**src/rtl/ula_assinatura.sv**
```systemverilog
// MISR response compactor for the ULA result stream: folds each accepted legal
// (controle, resultadoOp) pair into a signature and grades it against a golden value.
module ula_assinatura #(
  parameter int                      BITS_PALAVRA = 16,
  parameter logic [BITS_PALAVRA-1:0] SEMENTE      = {BITS_PALAVRA{1'b1}}
) (
  input  logic                    clk,
  input  logic                    rst_n,
  input  logic                    inicio,
  input  logic                    valido,
  output logic                    pronto,
  input  logic [4:0]              controle,
  input  logic [BITS_PALAVRA-1:0] resultadoOp,
  input  logic                    fim,
  input  logic [BITS_PALAVRA-1:0] assinatura_esperada,
  output logic [BITS_PALAVRA-1:0] assinatura,
  output logic [15:0]             contagem,
  output logic [7:0]              ilegais,
  output logic                    concluido,
  output logic                    aprovado
);
  localparam int W = BITS_PALAVRA;

  typedef enum logic [1:0] {OCIOSO, COLETA, FINAL} estado_t;

  estado_t       est, est_nxt;
  logic [W-1:0]  s_nxt, s_acc, d;
  logic [15:0]   cnt_nxt, cnt_acc;
  logic [7:0]    ileg_nxt, ileg_acc;
  logic          concl_nxt, aprov_nxt;
  logic          aceita, legal, fb;

  // Codes 1xxxx are all legal; the lower half only has a sparse legal set.
  always_comb begin
    legal = 1'b0;
    if (controle[4]) legal = 1'b1;
    else begin
      case (controle[3:0])
        4'd0, 4'd1, 4'd3, 4'd4, 4'd5, 4'd6, 4'd8, 4'd9: legal = 1'b1;
        default:                                         legal = 1'b0;
      endcase
    end
  end

  assign pronto = (est == COLETA);
  assign aceita = valido && pronto;
  assign d      = resultadoOp ^ {{(W-5){1'b0}}, controle};
  assign fb     = assinatura[W-1] ^ assinatura[W-3] ^ assinatura[W-4] ^ assinatura[W-6];

  // Post-sample view; also what fim grades when a sample lands on the same edge.
  always_comb begin
    s_acc    = assinatura;
    cnt_acc  = contagem;
    ileg_acc = ilegais;
    if (aceita) begin
      if (legal) begin
        s_acc   = {assinatura[W-2:0], fb} ^ d;
        cnt_acc = (contagem == 16'hFFFF) ? contagem : contagem + 16'd1;
      end else begin
        ileg_acc = (ilegais == 8'hFF) ? ilegais : ilegais + 8'd1;
      end
    end
  end

  always_comb begin
    est_nxt   = est;
    s_nxt     = assinatura;
    cnt_nxt   = contagem;
    ileg_nxt  = ilegais;
    concl_nxt = concluido;
    aprov_nxt = aprovado;
    case (est)
      OCIOSO: begin
        if (inicio) begin
          est_nxt  = COLETA;
          s_nxt    = SEMENTE;
          cnt_nxt  = '0;
          ileg_nxt = '0;
        end
      end
      COLETA: begin
        if (inicio) begin
          s_nxt    = SEMENTE;
          cnt_nxt  = '0;
          ileg_nxt = '0;
        end else begin
          s_nxt    = s_acc;
          cnt_nxt  = cnt_acc;
          ileg_nxt = ileg_acc;
          if (fim) begin
            est_nxt   = FINAL;
            concl_nxt = 1'b1;
            aprov_nxt = (s_acc == assinatura_esperada) && (ileg_acc == 8'd0);
          end
        end
      end
      FINAL: begin
        if (inicio) begin
          est_nxt   = COLETA;
          s_nxt     = SEMENTE;
          cnt_nxt   = '0;
          ileg_nxt  = '0;
          concl_nxt = 1'b0;
          aprov_nxt = 1'b0;
        end
      end
      default: est_nxt = OCIOSO;
    endcase
  end

  always_ff @(posedge clk or negedge rst_n) begin
    if (!rst_n) begin
      est        <= OCIOSO;
      assinatura <= SEMENTE;
      contagem   <= '0;
      ilegais    <= '0;
      concluido  <= 1'b0;
      aprovado   <= 1'b0;
    end else begin
      est        <= est_nxt;
      assinatura <= s_nxt;
      contagem   <= cnt_nxt;
      ilegais    <= ileg_nxt;
      concluido  <= concl_nxt;
      aprovado   <= aprov_nxt;
    end
  end
endmodule

```
**config.mk**
```make
export PLATFORM = sky130hd
export DESIGN_NAME = ula_assinatura
export DESIGN_NICKNAME = d
export VERILOG_FILES = /design/src/rtl/ula_assinatura.sv
export SDC_FILE = /design/constraint.sdc
export NUM_CORES = 1
export LEC_CHECK = 0
export ABC_AREA = 1
export BUFFER_PORTS_ARGS = -buffer_cell sky130_fd_sc_hd__buf_2
export CELL_PAD_IN_SITES_DETAIL_PLACEMENT = 0
export CELL_PAD_IN_SITES_GLOBAL_PLACEMENT = 1
export CORE_MARGIN = 2
export CORE_UTILIZATION = 37
export CTS_CLUSTER_SIZE = 16
export DETAILED_ROUTE_END_ITERATION = 8
export GPL_TIMING_DRIVEN = 1
export PLACE_DENSITY = 0.82
export SLEW_MARGIN = 30
export SYNTH_ARGS = -nofsm -noshare
export SYNTH_HDL_FRONTEND = slang
export SYNTH_SLANG_ARGS = --single-unit
```
**constraint.sdc**
```tcl
create_clock -name clk -period 2.4 [get_ports clk]
set_input_delay 0.12 -clock clk [delete_from_list [all_inputs] [get_ports clk]]
set_output_delay 0.12 -clock clk [all_outputs]
set_load 0.05 [all_outputs]
```
After elaboration in Yosys (flattened, before gate mapping)
Memories as Yosys holds them, arrays and structs flattened.
Cells that the tools add are included.
Word-level totals
  register bits: 44
  memory bits (read-only): 16
  input port bits: 42
  output and inout bits: 43
  word-level logic and storage cells: 66
  memories kept: 1
Memories
  (no name shown): words 16, width 1, read ports 1, clocked after Yosys merged registers in 0, write ports 0, RTL line 38  | case (controle[3:0])
Operators by class
  add/sub/neg operators: 2
  equal/unequal tests: 12
  multiplexer cells: 29
  bitwise logic cells: 5
  reductions and logical operators: 11
Operators with widths (count)
  $mux 16: 9
  $pmux 16 s2: 2
  $mux 8: 5
  $add 16x1->16 const B: 1
  $eq 16x16->1: 1
  $eq 16x16->1 const B: 1
  $pmux 8 s2: 1
  $xor 16x16->16: 1
  $xor 16x5->16: 1
  $add 8x1->8 const B: 1
  $eq 8x8->1 const B: 1
  $logic_not 8->1: 1
  $mux 1: 6
  $mux 2: 3
  $ne 3x2->1 const B: 2
  $reduce_and 5->1: 1
  $ne 2x1->1 const B: 2
  $ne 2x2->1 const B: 2
  $pmux 1 s2: 2
  $pmux 2 s2: 1
  $reduce_and 4->1: 1
  $reduce_bool 2->1: 2
  $ne 3x3->1 const B: 1
  $reduce_and 3->1: 1
  7 further kinds: 10

Depth between registers and ports, before layout
  word-level depth: 11
  mapped depth: 16
  gate-level depth less buffers: 15

Worst setup path before layout
No wires, ideal clock.
  path type: register -> register
  start point: register contagem[1]
  end point: register contagem[7]
  library setup time: 0.127 ns
  arrival time: 2.095 ns
  data required time: 2.273 ns
  path slack: 0.177 ns
  stages on the path, launching flop included: 14
  path buffers: 1
  cell sequence: dfrtp_1 -> ha_1 -> nand2_1 -> nor2_1 -> nand2_1 -> nor2_1 -> nand3_1 -> o21ai_1 -> nand2_1 -> nand2_4 -> inv_4 -> buf_6 -> a21oi_1 -> a21oi_1
Between the ends
  word-level cells in the longest chain between the ends: 6
  elaborated cells between the ends (all ways): 9
  classes of those cells: 1 x add/sub; 2 x eq/ne; 5 x mux; 1 x reduce/logical
RTL lines
  start, declared: RTL line 17  | output logic [15:0] contagem,
  start signal, assigned: RTL line 122  | contagem <= cnt_nxt;
  $add 16x1->16: RTL line 58  | cnt_acc = (contagem == 16'hFFFF) ? contagem : contagem + 16'd1;
  $mux 16: RTL line 58
  $mux 16: RTL line 56  | if (legal) begin
  $mux 16: RTL line 55  | if (aceita) begin
  $mux 16: RTL line 82  | if (inicio) begin
  $pmux 16 s2: RTL line 72  | case (est)
Parallel ways exist; a longest one is shown, timed or not. The select of a mux whose other input is x is not followed.
A chain may end at the register's enable or synchronous reset.

Final worst setup path
  start point: register est[1]
  end point: register aprovado
Between the ends
  word-level cells in the longest chain between the ends: 8
  elaborated cells between the ends (all ways): 16
  classes of those cells: 6 x eq/ne; 5 x mux; 5 x reduce/logical
RTL lines
  start, declared: RTL line 26  | estado_t est, est_nxt;
  start signal, assigned: RTL line 120  | est <= est_nxt;
  $eq 2x1->1: RTL line 45, 72
  $logic_and 1x1->1: RTL line 46  | assign aceita = valido && pronto;
  $mux 16 or $mux 8 (tied branches): RTL line 55
  $eq 16x16->1 or $logic_not 8->1 (tied branches): RTL line 93  | aprov_nxt = (s_acc == assinatura_esperada) && (ileg_acc == 8'd0);
  $logic_and 1x1->1: RTL line 93
  $mux 1: RTL line 90  | if (fim) begin
  $mux 1: RTL line 82
  $pmux 1 s2: RTL line 72
  end signal, assigned: RTL line 125  | aprovado <= aprov_nxt;
  end, declared: RTL line 20  | output logic aprovado
Parallel ways exist; a longest one is shown, timed or not. The select of a mux whose other input is x is not followed.

==> key figures <==
Drt
  – Final ANT Viol Nets: 0
  – Via count: 3241
  – Vias/cell: 4.79
  – Wire length per cell: 12.8 um
  – Post-route DRC: 0
  – Final wirelength: 8640 um
  – DR pass1 iterations: 4
  – Initial DRC count: 112

Layout
  – Flip-flop and latch area: 1120 um^2
  – Multi-input gate area: 1700 um^2
  – Diode count: 0
  – Layout cell share with drive strength beyond 1: 0.240
  – P&R area growth vs syn: 20.5%
  – Fillers: 905
  – Post-layout nets: 615
  – Fin util: 0.466

Logic synthesis
  – Post-synthesis sequential area ratio: 0.350
  – Synth Warn #: 0
  – EDFF count, synth: 0
  – Top cells by area, synth: dfrtp_1 22%, nand2_1 18%, dfstp_2 13%, inv_1 9.2%, nand3_1 6.7%
  – Synth Area in Adders: 0.00780
  – Cell Area, Synth: 3210 um^2
  – #FFs+latches synth: 44
  – Count leader, synth: nand2_1
  – Number of distinct library cells after synthesis: 34
  – Syn Nets: 527
  – Largest family of logic cells by synthesized area: simple AND/OR/NAND/NOR gates
  – Top cells by count, synth: 154 x nand2_1, 79 x inv_1, 43 x nand3_1
  – Avg Cell Area, Syn: 6.64 um^2
  – Post-synthesis compound-gate area fraction: 0.103
  – Largest area contributor in the synthesized netlist: dfrtp_1
  – Mapped Cells: 483
  – Most used DFF post-synth: dfrtp_1
  – Ys async rst share: 1.00
  – Area share of and/or/nand/nor cells after synthesis: 0.374
  – Post-Synth XOR/XNOR Area: 0.0464
  – Synth top area share: 0.218
  – Multiplexer share of the synthesized area: 0

Place
  – RD Place Congestion: 0.826
  – Place WS: 0.285 ns
  – HPWL after DPL: 6660 um
  – PortBufs: 84

Floorplan
  – Die Wd: 97.1 um
  – Die area: 9430 um^2
  – Initial core utilization: 0.386
  – Die Height: 97.1 um
  – # IOs: 85
  – Row count: 33
  – Core ar.: 8300 um^2

Setup path
  – CP top delay family: simple AND/OR/NAND/NOR gates
  – CP max FO: 8
  – CP bufs+invs: 3
  – CP Capture Type: flip-flop
  – CP Class: flip-flop to flip-flop
  – Critical-path cell list: inv_1 -> nand2_2 -> nor2_8 -> inv_2 -> nor2_4 -> buf_4 -> nand2_1 -> nand3_1 -> nand2_1 -> nor2_1 -> nand3_1 -> nor2_1 -> nand3_1 -> nand2_1
  – Peak per-stage delay on the critical path: 0.36 ns
  – Required @ worst endpoint: 2.64 ns
  – Startpoint types: flip-flop
  – Worst Path Arrival: 2.27 ns
  – CP max stage cell: dfrtp_1

Clock tree
  – CTS tree: done
  – H-Tree Depth: 2
  – Num CTS Buffers: 5
  – Root buf cell: clkbuf_8
  – Post-CTS Resized: 0
  – Later-pin clock latency in the skew report: 0.30 ns
  – Clk slew on worst S/H paths: 0.08 ns
  – CTS Buffer Depth: 2
  – Clock Sink Count: 44

Min path
  – Hold/Removal Path Class: input pin to flip-flop

STA
  – Slew HR: 0.450
  – Crit path time final: 2.03 ns
  – Tcrit/Tclk final: 0.847
  – Pins over their slew limit: 0
  – Setup violators final: 0
  – Final setup margin: 0.367 ns
  – FMAX: 492 MHz
  – Final Hold Viols: 0
  – Aggregate negative setup slack: 0 ns
  – Worst Tran Pin Value: 0.824 ns
  – RSZ-0062 raised after global routing: false
  – Final Skew: 0.00935 ns

Run
  – Max Cap Viol: 0

Pwr
  – Peak VDD IR: 0.365 mV
  – Leak: 2.04 nW
  – PwrDens: 650 nW/um^2

GRT
  – Vias in the first global route: 3109
  – Largest net degree at the start of global routing: 36
  – All-Layer GR Usage: 0.188
  – Initial antenna violation count: 0
  – First-pass GRT wire length: 14800 um
  – Remaining global-route overflow: 0

Outcome
  – Status: completed
==> path summary, 6_finish.rpt <==
kind / start / to / slack, ns / depth (start not counted)
setup / recovery: est[1] / aprovado / 0.37 / 14
hold / removal: inicio / est[1] / 0.09 / 2
setup reg to reg: est[1] / aprovado / 0.37 / 14
hold reg to reg: concluido / concluido / 0.47 / 2
max in group asynchronous: rst_n / assinatura[1] / 1.21 / 3
min in group asynchronous: rst_n / ilegais[6] / 0.44 / 2
==> cell usage in the layout (no fill, tap or decap), types with 2 or more instances in the layout <==
cell / count
a21oi_1: 21
a31oi_1: 2
buf_2: 84
buf_4: 7
clkbuf_8: 5
dfrtp_1: 28
dfstp_2: 16
ha_1: 2
inv_1: 79
inv_2: 3
nand2_1: 154
nand2_2: 6
nand2_4: 2
nand3_1: 43
nand3b_1: 5
nand4_1: 4
nor2_1: 41
nor2_2: 3
nor2_4: 2
nor3_1: 3
o21a_1: 2
o21ai_0: 5
o21ai_1: 4
o22ai_1: 22
xnor2_1: 3
xor2_1: 14
==> power by group <==
| part | switching [W] | internal (W) | leakage [nW] | total, W |
|---|---|---|---|---|
| Sequential | 0.0000786 | 0.000835 | 0.553 | 0.000914 |
| Combinational | 0.000719 | 0.000294 | 1.43 | 0.00101 |
| Clock | 0.000278 | 0.000309 | 0.0541 | 0.000586 |
==> cells by family (layout without fill, tap and decap cells) <==
logic type	after synthesis	count (layout)
compound gates	58	58
xor+xnor	17	17
flops	44	44
simple gates	268	268
fa+ha+maj	2	2
buf+inv	94	183
==> what timing repair did <==
action,4_1_cts,5_1_grt
hold buffers,1,0
setup buffers,0,1
hold endpoints to repair,28,0
endpoints found under the setup margin,0,1
==> metrics by stage <==
step           hold slack, ns  cell area, um^2  std cells  total power [W]
2_1_floorplan          -0.176             3210        483          0.00168
3_3_place_gp            0.266             3740        667          0.00193
3_5_place_dp            0.273             3740        667          0.00194
4_1_cts                0.0960             3860        676          0.00253
5_1_grt                 0.115             3860        677          0.00269
6_report               0.0937             3860        677          0.00251
==> registers in the layout, summed over array words and instances (netlist names) <==
register	cells
assinatura	16
contagem	16
ilegais	8
concluido	1
est	2
aprovado	1
==> layer usage <==
| layer | track usage | vias to the layer above | share of wire |
|---|---|---|---|
| met4 | 0.0303 | 0 | 0.0063 |
| met5 | 0 | - | 0 |
| li1 | - | 1701 | - |
| met3 | 0.0252 | 6 | 0.033 |
| met1 | 0.271 | 1480 | 0.49 |
| met2 | 0.307 | 54 | 0.47 |
==> cell type report <==
class                      count  area share
inverter                      83      0.0813
tap                          105      0.0340
sequential                    44       0.290
clock buffer                   5      0.0178
timing repair buffer          92       0.125
clock inverter                 3      0.0110
multi-input combinational    345       0.441
Power figures use the tool's default switching activity.
